--- config.mk ---
export PLATFORM = sky130hd
export DESIGN_NAME = fifo_rd_ctrl
export DESIGN_NICKNAME = d
export VERILOG_FILES = /design/src/rtl/fifo_rd_ctrl.sv
export SDC_FILE = /design/constraint.sdc
export NUM_CORES = 1
export LEC_CHECK = 0
export ABC_AREA = 1
export CAP_MARGIN = 0
export CELL_PAD_IN_SITES_DETAIL_PLACEMENT = 1
export CELL_PAD_IN_SITES_GLOBAL_PLACEMENT = 1
export CORE_UTILIZATION = 29
export CTS_CLUSTER_SIZE = 16
export DETAILED_ROUTE_END_ITERATION = 10
export MAX_ROUTING_LAYER = met4
export PLACE_DENSITY = 0.87
export SYNTH_ARGS = -nofsm -noshare
export SYNTH_HDL_FRONTEND = slang
export SYNTH_SLANG_ARGS = --single-unit
export TNS_END_PERCENT = 5
--- constraint.sdc ---
create_clock -name rclk -period 2.76 [get_ports rclk]
set_input_delay 0.552 -clock rclk [delete_from_list [all_inputs] [get_ports rclk]]
set_output_delay 0.552 -clock rclk [all_outputs]
set_load 0.01 [all_outputs]
--- src/rtl/fifo_rd_ctrl.sv ---
// Read-domain controller of the async FIFO.
// Owns the binary read pointer, drives the memory read address, exports the
// registered Gray read pointer to the write domain, generates empty and
// presents a first-word-fall-through output register with a valid/ready
// handshake toward the consumer.
// Optional occupancy outputs (rlevel, ralmost_empty) are enabled by defining
// FIFO_RD_LEVEL_EN; otherwise they are tied off and no level logic exists.
module fifo_rd_ctrl #(
    parameter int DATA_WIDTH = 8,
    parameter int ADDR_WIDTH = 3,
    parameter int AE_THRESH  = 2
) (
    input  logic                  rclk,
    input  logic                  rrst_n,
    input  logic [ADDR_WIDTH:0]   rg2_wptr,
    input  logic [DATA_WIDTH-1:0] rdata,
    input  logic                  dout_ready,
    output logic [ADDR_WIDTH-1:0] raddr,
    output logic [ADDR_WIDTH:0]   rptr,
    output logic                  rempty,
    output logic [DATA_WIDTH-1:0] dout,
    output logic                  dout_valid,
    output logic [ADDR_WIDTH:0]   rlevel,
    output logic                  ralmost_empty
);

    logic [ADDR_WIDTH:0]   r_rbin;
    logic [ADDR_WIDTH:0]   r_rptr;
    logic [DATA_WIDTH-1:0] r_dout;
    logic                  r_dout_valid;

    logic [ADDR_WIDTH:0]   w_rgray;
    logic                  w_rempty;
    logic                  w_fetch;
    logic [ADDR_WIDTH:0]   w_rbin_next;

    // Empty compares the live read pointer (not the lagging rptr) so a fetch
    // can never run past the synchronized write pointer.
    assign w_rgray     = r_rbin ^ (r_rbin >> 1);
    assign w_rempty    = (w_rgray == rg2_wptr);
    assign w_fetch     = !w_rempty && (!r_dout_valid || dout_ready);
    assign w_rbin_next = r_rbin + {{ADDR_WIDTH{1'b0}}, w_fetch};

    // Read pointer advance and output register load / drain.
    always_ff @(posedge rclk or negedge rrst_n) begin
        if (!rrst_n) begin
            r_rbin       <= '0;
            r_dout       <= '0;
            r_dout_valid <= 1'b0;
        end else begin
            r_rbin <= w_rbin_next;
            if (w_fetch) begin
                r_dout       <= rdata;
                r_dout_valid <= 1'b1;
            end else if (dout_ready && r_dout_valid) begin
                r_dout_valid <= 1'b0;
            end
        end
    end

    // Gray read pointer exported to the write domain, one cycle behind rbin.
    always_ff @(posedge rclk or negedge rrst_n) begin
        if (!rrst_n) begin
            r_rptr <= '0;
        end else begin
            r_rptr <= w_rgray;
        end
    end

    assign raddr      = r_rbin[ADDR_WIDTH-1:0];
    assign rptr       = r_rptr;
    assign rempty     = w_rempty;
    assign dout       = r_dout;
    assign dout_valid = r_dout_valid;

`ifdef FIFO_RD_LEVEL_EN
    localparam logic [ADDR_WIDTH:0] AE_LIM = (ADDR_WIDTH+1)'(AE_THRESH);

    logic [ADDR_WIDTH:0] w_wbin;
    logic [ADDR_WIDTH:0] w_level_next;
    logic [ADDR_WIDTH:0] r_rlevel;
    logic                r_ralmost_empty;

    // Gray-to-binary of the synchronized write pointer: bit i is the XOR of
    // all Gray bits from the MSB down to i.
    always_comb begin
        w_wbin = '0;
        for (int unsigned i = 0; i <= ADDR_WIDTH; i++) begin
            w_wbin[i] = ^(rg2_wptr >> i);
        end
    end

    assign w_level_next = w_wbin - w_rbin_next;

    // Occupancy and almost-empty flag, registered against the next read pointer.
    always_ff @(posedge rclk or negedge rrst_n) begin
        if (!rrst_n) begin
            r_rlevel        <= '0;
            r_ralmost_empty <= 1'b1;
        end else begin
            r_rlevel        <= w_level_next;
            r_ralmost_empty <= (w_level_next <= AE_LIM);
        end
    end

    assign rlevel        = r_rlevel;
    assign ralmost_empty = r_ralmost_empty;
`else
    localparam int unused_ae_thresh = AE_THRESH;

    assign rlevel        = '0;
    assign ralmost_empty = 1'b1;
`endif

endmodule

==> results of run 1 <==
[flip-flops by register name (all words and copies together), names as in the netlist]
register and cells:
dout_valid 1, r_rbin 4, dout 8, rptr 4
[worst min path at each step]
stage                        from  endpoint  slack, ns  depth (start not counted)
final                     dout[7]   dout[7]       0.49                          2
after global routing      dout[1]   dout[1]       0.50                          2
after global placement    dout[0]   dout[0]       0.45                          2
after floorplan            rrst_n   dout[0]       0.26                          0
after CTS                 dout[1]   dout[1]       0.49                          2
after detailed placement  dout[1]   dout[1]       0.46                          2
[metrics by stage]
| stage | std cells | utilization | instance area [sq um] | hold slack, ns | power [mW] |
|---|---|---|---|---|---|
| after CTS | 157 | 0.428 | 1190 | 0.489 | 1.22 |
| after detailed placement | 153 | 0.418 | 1160 | 0.464 | 1.08 |
| after global placement | 153 | 0.418 | 1160 | 0.454 | 1.04 |
| after floorplan | 98 | - | 867 | 0.256 | 0.799 |
| after global routing | 160 | 0.437 | 1210 | 0.499 | 1.33 |
| final | 160 | 0.437 | 1210 | 0.485 | 1.23 |
[cell families (layout without fill, tap and decap cells)]
logic type	after synthesis	in the layout	synth area share
flip-flops	17	17	0.497
adder cells (fa/ha/maj)	3	3	0.0439
XOR/XNOR	2	2	0.0205
other	2	5	0.00878
AND/OR/NAND/NOR	52	52	0.311
buffers and inverters	19	50	0.118
[repair_timing]
action                                  CTS  global route
endpoints found under the setup margin    0             1
buffers inserted                          0             3
resized for setup                         0             2
[where the power goes]
part / internal (mW) / switching [mW] / total (mW)
Clock: 0.0561 / 0.0750 / 0.131
Combinational: 0.341 / 0.326 / 0.667
Sequential: 0.359 / 0.0742 / 0.433
[placed cells by master (no fill, tap or decap)]
cell type and count:
nand3b_1 1, conb_1 5, clkbuf_4 3, nand2_1 31, dfrtp_2 2, nand3_2 2
nand2_2 6, xor2_1 2, inv_2 2, buf_4 4, ha_1 3, inv_1 9
nand3_4 1, nand3_1 9, dfrtp_1 15, nand2_4 1, clkbuf_1 1, clkdlybuf4s50_1 31
nor2_4 1
[per-layer routing]
layer | track usage | up-vias
met3 | 0.0253 | 2
li1 | - | 343
met5 | - | -
met2 | 0.247 | 27
met4 | 0.0523 | 0
met1 | 0.141 | 337
[worst reg2reg max path, stage by stage (launching register included)]
cell     delay (ns)
dfrtp_2        0.45
ha_1           0.33
inv_1          0.05
nand2_1        0.05
nand2_1        0.08
nor2_4         0.13
nand3_4        0.08
buf_4          0.17
nand2_4        0.12
inv_1          0.07
ha_1           0.20
ha_1           0.20
xor2_1         0.16
[area by class of cell]
cell class                      instances  area [sq um]
Sequential cell                        17           428
Inverter                               11          41.3
Clock buffer                            4          26.3
Multi-Input combinational cell         62           340
Tap cell                               31          38.8
Timing Repair Buffer                   35           340
Fill cell                             345          1570
==> impl_metrics.yaml, run 1 <==
outcome:
  status: "finished, final reports clean"
timing:
  slew_violations: 0
  post-route-period-util: 0.942
  fin_ws_ns: 0.160
  finalHoldViolCount: 0
  setup_viol: 0
  tns_ns: 0
  clock_skew_ns: 0.00543
  timing.fmax_ghz: 0.385
  tightest_slew_ns: 0.763
  max_slew_margin: 0.490
  fin_crit_ns: 2.60
  rsz0062_at_grt: "no"
placed_design:
  io_buffers: 31
  hpwl_um: 1490
  gp_congestion: 0.746
  pre_cts_slack_ns: 0.184
grt:
  grt_pass1_wl_um: 3220
  grt_usage: 0.134
  grt_overflow_total: 0
  grt_start_max_net_pins: 18
  antenna_found_initial: 0
  grt_pass1_vias: 759
clock_network:
  insertion_delay_ns: 0.28
  clkSinkCount: 17
  cts_made_buffers: 3
  tritoncts: "done"
  htree_levels: 1
  cts_buffer_depth: 2
  clockRootBuffer: "clkbuf_4"
  cts_hold_buf: 0
  clk_pin_slew_ns: 0.09
die:
  core_area_sq_um: 2780
  die_area_sq_um: 3170
  fp.dieH_um: 56.3
  io_pins: 37
  rows: 19
  die_x_um: 56.3
  start_util: 0.308
logic_synthesis:
  synth.largest_area_cell: "dfrtp_1"
  async_flop_share: 1.00
  yosys_warnings: 0
  syn_area_per_cell_sq_um: 9.01
  yosys-top-cells-area: "dfrtp_1, nand2_1, buf_4, nand3_1, ha_1"
  synth-edff-count: 0
  syn_inst: 95
  synth.most_common_cell: "nand2_1"
  seq_area_frac_synth: 0.497
  synth.cell_area_sq_um: 856
  synthFlopType: "dfrtp_1"
  synth_commonest_cells: "nand2_1, dfrtp_1, inv_1, nand3_1, buf_4"
  yosysUniqueCellTypes: 15
  yosys_register_bits: 17
  synth_top_cell_area_share: 0.497
worst_setup_path:
  crit_required_ns: 2.21
  r2r_setup_slack_ns: 0.57
  start_kind: "flip-flop"
  r2r-start: "r_rbin[1]"
  slowest_delay_ns: 0.55
  worst-path-max-fanout: 6
  worst-path-buf-inv: 3
  worstSetupEndpoint: "rempty"
  cp.arrival_ns: 2.05
  crit_slowest_cell: "clkdlybuf4s50_1"
  crit_family: "buffers and inverters"
  worst-setup-path-type: "flip-flop to primary output"
  worst-path-stages: 8
  rr_worst_depth: 12
  rr_endpoint: "r_rbin[2]"
  cp-startpoint: "r_rbin[1]"
  end_kind: "primary output"
  path_cells: "ha_1, inv_1, nand2_1, nand2_1, nor2_4, nand3_4, inv_1, clkdlybuf4s50_1"
min_path:
  hold_class: "flip-flop to flip-flop"
route:
  drt_iter0_drc: 10
  post-route-drc-count: 0
  drt-met1-wl_um: 752
  met2WireLength_um: 1020
  top_layer: "met4"
  ant_nets: 0
  dr.pass1.iters: 4
  wl_met3_um: 115
  post_drt_wl_per_cell_um: 11.9
  totalWireLength_um: 1900
  vias: 709
  via_per_inst: 4.43
flow_run:
  maxCapViolCount: 0
pwr:
  ir_worst_vdd_mv: 0.411
  power-per-cell-area_nw_per_um2: 1010
  leakage_nw: 0.611
final_layout:
  nets: 148
  drive_gt1_frac: 0.171
  area_delta_synth_final_pct: 42.0
  antenna_cells: 0
No activity file was read; power rests on OpenSTA's default activity.
==> run 2, diff against run 1 <==
--- a/config.mk
+++ b/config.mk
@@ -13,7 +13,7 @@
 export CTS_CLUSTER_SIZE = 16
 export DETAILED_ROUTE_END_ITERATION = 10
 export MAX_ROUTING_LAYER = met4
-export PLACE_DENSITY = 0.87
+export PLACE_DENSITY_LB_ADDON = 0.1
 export SYNTH_ARGS = -nofsm -noshare
 export SYNTH_HDL_FRONTEND = slang
 export SYNTH_SLANG_ARGS = --single-unit
==> run 2 against run 1 <==
Compared with the run above:
- final cell count shrank 1.3%
- die area unchanged
- count of clock-buffer cells in the layout unchanged
- global-route usage up 0.46 points
- clock power increased by 5%
- utilization down 0.45 points
- routed wire length fell by 0.84%
- fmax increased by 15%
- final area shrank 1.0%
- hold slack got worse by 0.0076 ns
- via count is 2.8% lower
==> impl_metrics.yaml, run 2 (same netlist as run 1, synthesis figures left out) <==
grt:
  antenna_found_initial: 0
  grt_usage: 0.139
  grt_pass1_wl_um: 3170
  grt_overflow_total: 0
  grt_pass1_vias: 694
  grt_start_max_net_pins: 18
die:
  die_x_um: 56.3
  io_pins: 37
  core_area_sq_um: 2780
  start_util: 0.308
  die_area_sq_um: 3170
  rows: 19
  fp.dieH_um: 56.3
timing:
  post-route-period-util: 0.823
  slew_violations: 0
  fin_crit_ns: 2.27
  tightest_slew_ns: 0.788
  tns_ns: 0
  rsz0062_at_grt: "no"
  finalHoldViolCount: 0
  timing.fmax_ghz: 0.440
  setup_viol: 0
  max_slew_margin: 0.473
  clock_skew_ns: 0.00447
clock_network:
  cts_made_buffers: 3
  insertion_delay_ns: 0.29
  clkSinkCount: 17
  clockRootBuffer: "clkbuf_4"
  cts_buffer_depth: 2
  clk_pin_slew_ns: 0.10
  tritoncts: "done"
  htree_levels: 1
final_layout:
  fillers: 336
  antenna_cells: 0
  final_cell_mix: "nand2_1, clkdlybuf4s50_1, dfrtp_1"
  layout_commonest_cell: "nand2_1"
  drive_gt1_frac: 0.157
  nets: 146
  regArea_sq_um: 428
  multi_input_area_sq_um: 340
  instances_no_fill: 158
  area_delta_synth_final_pct: 40.5
  fin_util: 0.432
  largest_register_ffs: 8
placed_design:
  dp.cells: 153
  hpwl_um: 1410
  gp_congestion: 0.690
  io_buffers: 31
worst_setup_path:
  crit_slowest_cell: "dfrtp_2"
  path_cells: "ha_1, inv_1, nand2_1, nand2_1, nor2_4, nand3_4, inv_1, dlymetal6s2s_1"
  worst-path-max-fanout: 6
  worst-setup-path-type: "flip-flop to primary output"
  crit_required_ns: 2.21
  start_kind: "flip-flop"
  r2r-start: "r_rbin[1]"
  cp-startpoint: "r_rbin[1]"
  end_kind: "primary output"
  crit_family: "flip-flops"
  worst-path-buf-inv: 3
  slowest_delay_ns: 0.46
  cp.arrival_ns: 1.72
pwr:
  leakage_nw: 0.619
  ir_worst_vdd_mv: 0.588
  power-per-cell-area_nw_per_um2: 1000
route:
  post-route-drc-count: 0
  vias: 689
  drt_iter0_drc: 7
  post_drt_wl_per_cell_um: 11.9
  dr.pass1.iters: 4
  totalWireLength_um: 1880
  via_per_inst: 4.36
  ant_nets: 0
outcome:
  status: "finished, final reports clean"
min_path:
  hp-start: "dout[1]"
  hold_class: "flip-flop to flip-flop"
flow_run:
  maxCapViolCount: 0
==> run 2: changes by cell type in the layout (fill, tap and decap cells not counted) <==
cell             before  now
clkdlybuf4s50_1      31   30
dlymetal6s2s_1        0    1
buf_4                 4    2
==> run 2: path summary, 6_finish.rpt <==
path,endpoint,slack [ns],depth (start not counted)
worst max-delay path,rempty,0.49,8
worst min-delay path,dout[1],0.48,2
worst max register to register,r_rbin[2],0.56,12
worst min register to register,dout[1],0.48,2
max in group asynchronous,r_rbin[2],1.52,1
min in group asynchronous,dout_valid,0.71,1
==> run 2: layer usage <==
layer	GRT usage	up-vias	wire [um]
met1	0.167	328	815
met2	0.219	18	946
met4	0.0836	0	54
li1	-	339	-
met3	0.0207	4	65
met5	-	-	0
==> run 2: through the flow <==
stage                     hold WS (ns)  setup WS, ns  total power, mW  area, sq um
final                            0.478         0.489             1.21         1200
after global routing             0.505         0.370             1.32         1200
after CTS                        0.482        0.0327             1.22         1190
after detailed placement         0.457         0.160             1.07         1160
after global placement           0.452         0.192             1.06         1160
after floorplan                  0.256         0.808            0.799          867
==> run 2: worst reg2reg max path: cells and delay by family, from the launching register on <==
kind	cells	cell delay [ns]
buffers and inverters	3	0.29
flip-flops	1	0.46
adder cells (fa/ha/maj)	3	0.72
AND/OR/NAND/NOR	5	0.48
XOR/XNOR	1	0.16
==> run 2: layout make-up <==
type                            instances  share of cell area
Clock buffer                            4              0.0219
Inverter                               11              0.0343
Multi-Input combinational cell         62               0.283
Sequential cell                        17               0.356
Tap cell                               31              0.0323
Timing Repair Buffer                   33               0.273
==> run 2: timing repair <==
action,4_1_cts,5_1_grt
resized for setup,0,3
endpoints found under the setup margin,0,1
setup buffers,0,1
hold buffers,0,0
==> run 2: report_power, final <==
part | switching (mW) | internal, mW
Combinational | 0.317 | 0.320
Sequential | 0.0743 | 0.359
Clock | 0.0809 | 0.0563
Total | 0.473 | 0.736
==> run 3, diff against run 2 <==
--- a/config.mk
+++ b/config.mk
@@ -9,7 +9,7 @@
 export CAP_MARGIN = 0
 export CELL_PAD_IN_SITES_DETAIL_PLACEMENT = 1
 export CELL_PAD_IN_SITES_GLOBAL_PLACEMENT = 1
-export CORE_UTILIZATION = 29
+export CORE_UTILIZATION = 26
 export CTS_CLUSTER_SIZE = 16
 export DETAILED_ROUTE_END_ITERATION = 10
 export MAX_ROUTING_LAYER = met4
==> constraint.sdc (replaced) <==
create_clock -name rclk -period 1.94 [get_ports rclk]
set_input_delay 0.388 -clock rclk [delete_from_list [all_inputs] [get_ports rclk]]
set_output_delay 0.388 -clock rclk [all_outputs]
set_load 0.01 [all_outputs]
==> run 3 against run 2 <==
Compared with the run above:
- sequential power rose by 39%
- critical path depth did not move
- worst setup slack got worse by 0.44 ns
- largest cell class unchanged
==> impl_metrics.yaml, run 3 (same netlist as run 1, synthesis figures left out) <==
worst_setup_path:
  start_kind: "flip-flop"
  crit_required_ns: 1.55
  path_cells: "ha_4, inv_2, nand2_2, nand2_2, nor2_4, nand3_4, inv_2, buf_6"
  worst-path-max-fanout: 3
  slowest_delay_ns: 0.44
  cp.arrival_ns: 1.50
  crit_family: "flip-flops"
  worst-setup-path-type: "flip-flop to primary output"
  crit_slowest_cell: "dfrtp_2"
  worst-path-buf-inv: 3
  end_kind: "primary output"
clock_network:
  tritoncts: "done"
  cts_made_buffers: 3
  htree_levels: 1
  clockRootBuffer: "clkbuf_4"
  insertion_delay_ns: 0.29
  clk_pin_slew_ns: 0.10
  clkSinkCount: 17
  cts_buffer_depth: 2
  cts_hold_buf: 0
final_layout:
  fin_util: 0.428
  final_cell_mix: "clkdlybuf4s50_1, nand2_1, dfrtp_1"
  area_delta_synth_final_pct: 53.8
  layout_commonest_cell: "clkdlybuf4s50_1"
  regArea_sq_um: 427
  nets: 154
  antenna_cells: 0
  instances_no_fill: 179
  largest_register_ffs: 8
  multi_input_area_sq_um: 373
  drive_gt1_frac: 0.259
  postLayoutCellArea_sq_um: 1320
  fillers: 366
pwr:
  ir_worst_vdd_mv: 0.547
  power-per-cell-area_nw_per_um2: 1430
  leakage_nw: 0.642
  power_mw: 1.89
timing:
  fin_worst_hold_slack_ns: 0.419
  slew_violations: 0
  rsz0062_at_grt: "yes"
  finalHoldViolCount: 0
  tns_ns: 0
  clock_skew_ns: 0.00740
  timing.fmax_ghz: 0.530
  post-route-period-util: 0.973
  setup_viol: 0
  fin_crit_ns: 1.89
  fin_ws_ns: 0.0522
route:
  totalWireLength_um: 1960
  via_per_inst: 4.04
  post_drt_wl_per_cell_um: 11.0
  vias: 723
  drt_iter0_drc: 13
  post-route-drc-count: 0
  dr.pass1.iters: 2
  ant_nets: 0
grt:
  grt_usage: 0.123
  grt_pass1_vias: 712
  grt_pass1_wl_um: 3140
  grt_overflow_total: 0
  grt_start_max_net_pins: 18
  antenna_found_initial: 0
die:
  io_pins: 37
  start_util: 0.278
  die_area_sq_um: 3520
  fp.dieH_um: 59.4
  die_x_um: 59.4
  core_area_sq_um: 3080
  rows: 20
placed_design:
  gp_congestion: 0.703
  hpwl_um: 1490
  dp.cells: 172
  io_buffers: 31
  pre_cts_slack_ns: -0.302
  dpl_cell_area_sq_um: 1240
flow_run:
  maxCapViolCount: 0
min_path:
  hold_class: "input port to asynchronous set/reset pin"
outcome:
  status: "finished, final reports clean"
-- run 3: cell types whose count changed in the layout (fill, tap and decap cells not counted), sizes merged --
cell / delta
buf: +9
dlymetal6s2s: -1
-- run 3: worst paths after layout --
| check | from | endpoint | slack (ns) | cells past startpoint |
|---|---|---|---|---|
| setup / recovery | r_rbin[2] | rempty | 0.05 | 8 |
| hold / removal | rrst_n | dout[2] | 0.42 | 2 |
| setup reg to reg | r_rbin[2] | r_rbin[2] | 0.08 | 12 |
| hold reg to reg | dout[5] | dout[5] | 0.48 | 2 |
| max in group asynchronous | rrst_n | r_rbin[2] | 1.31 | 2 |
| min in group rclk | dout[5] | dout[5] | 0.48 | 2 |
-- run 3: final cells by class --
cell class              count  share of cell area
clock buffers               4              0.0200
flip-flops and latches     17               0.324
repair buffers             41               0.299
multi-input cells          62               0.283
inverters                  11              0.0314
well taps                  44              0.0418
-- run 3: power by group --
group,switching [mW],internal (mW)
Clock,0.111,0.0798
Sequential,0.0947,0.509
Combinational,0.515,0.577
-- run 3: timing repair --
item	CTS	global route
endpoints found under the setup margin	3	2
resized for setup	9	5
endpoints found under the hold margin	0	0
pin swaps	1	4
buffers inserted	0	3
-- run 3: per-layer routing --
layer | vias to the layer above | global-route usage | routed length (um)
met5 | - | - | 0
met4 | 0 | 0.0510 | 17
met3 | 2 | 0.0197 | 79
met2 | 22 | 0.197 | 985
met1 | 341 | 0.153 | 879
li1 | 358 | - | -
-- run 3: worst reg2reg max path: cells and delay by family, from the launching register on --
kind / cells / cell delay [ns]
xor+xnor: 1 / 0.15
flops: 1 / 0.44
fa+ha+maj: 3 / 0.63
buf+inv: 3 / 0.20
simple gates: 5 / 0.35
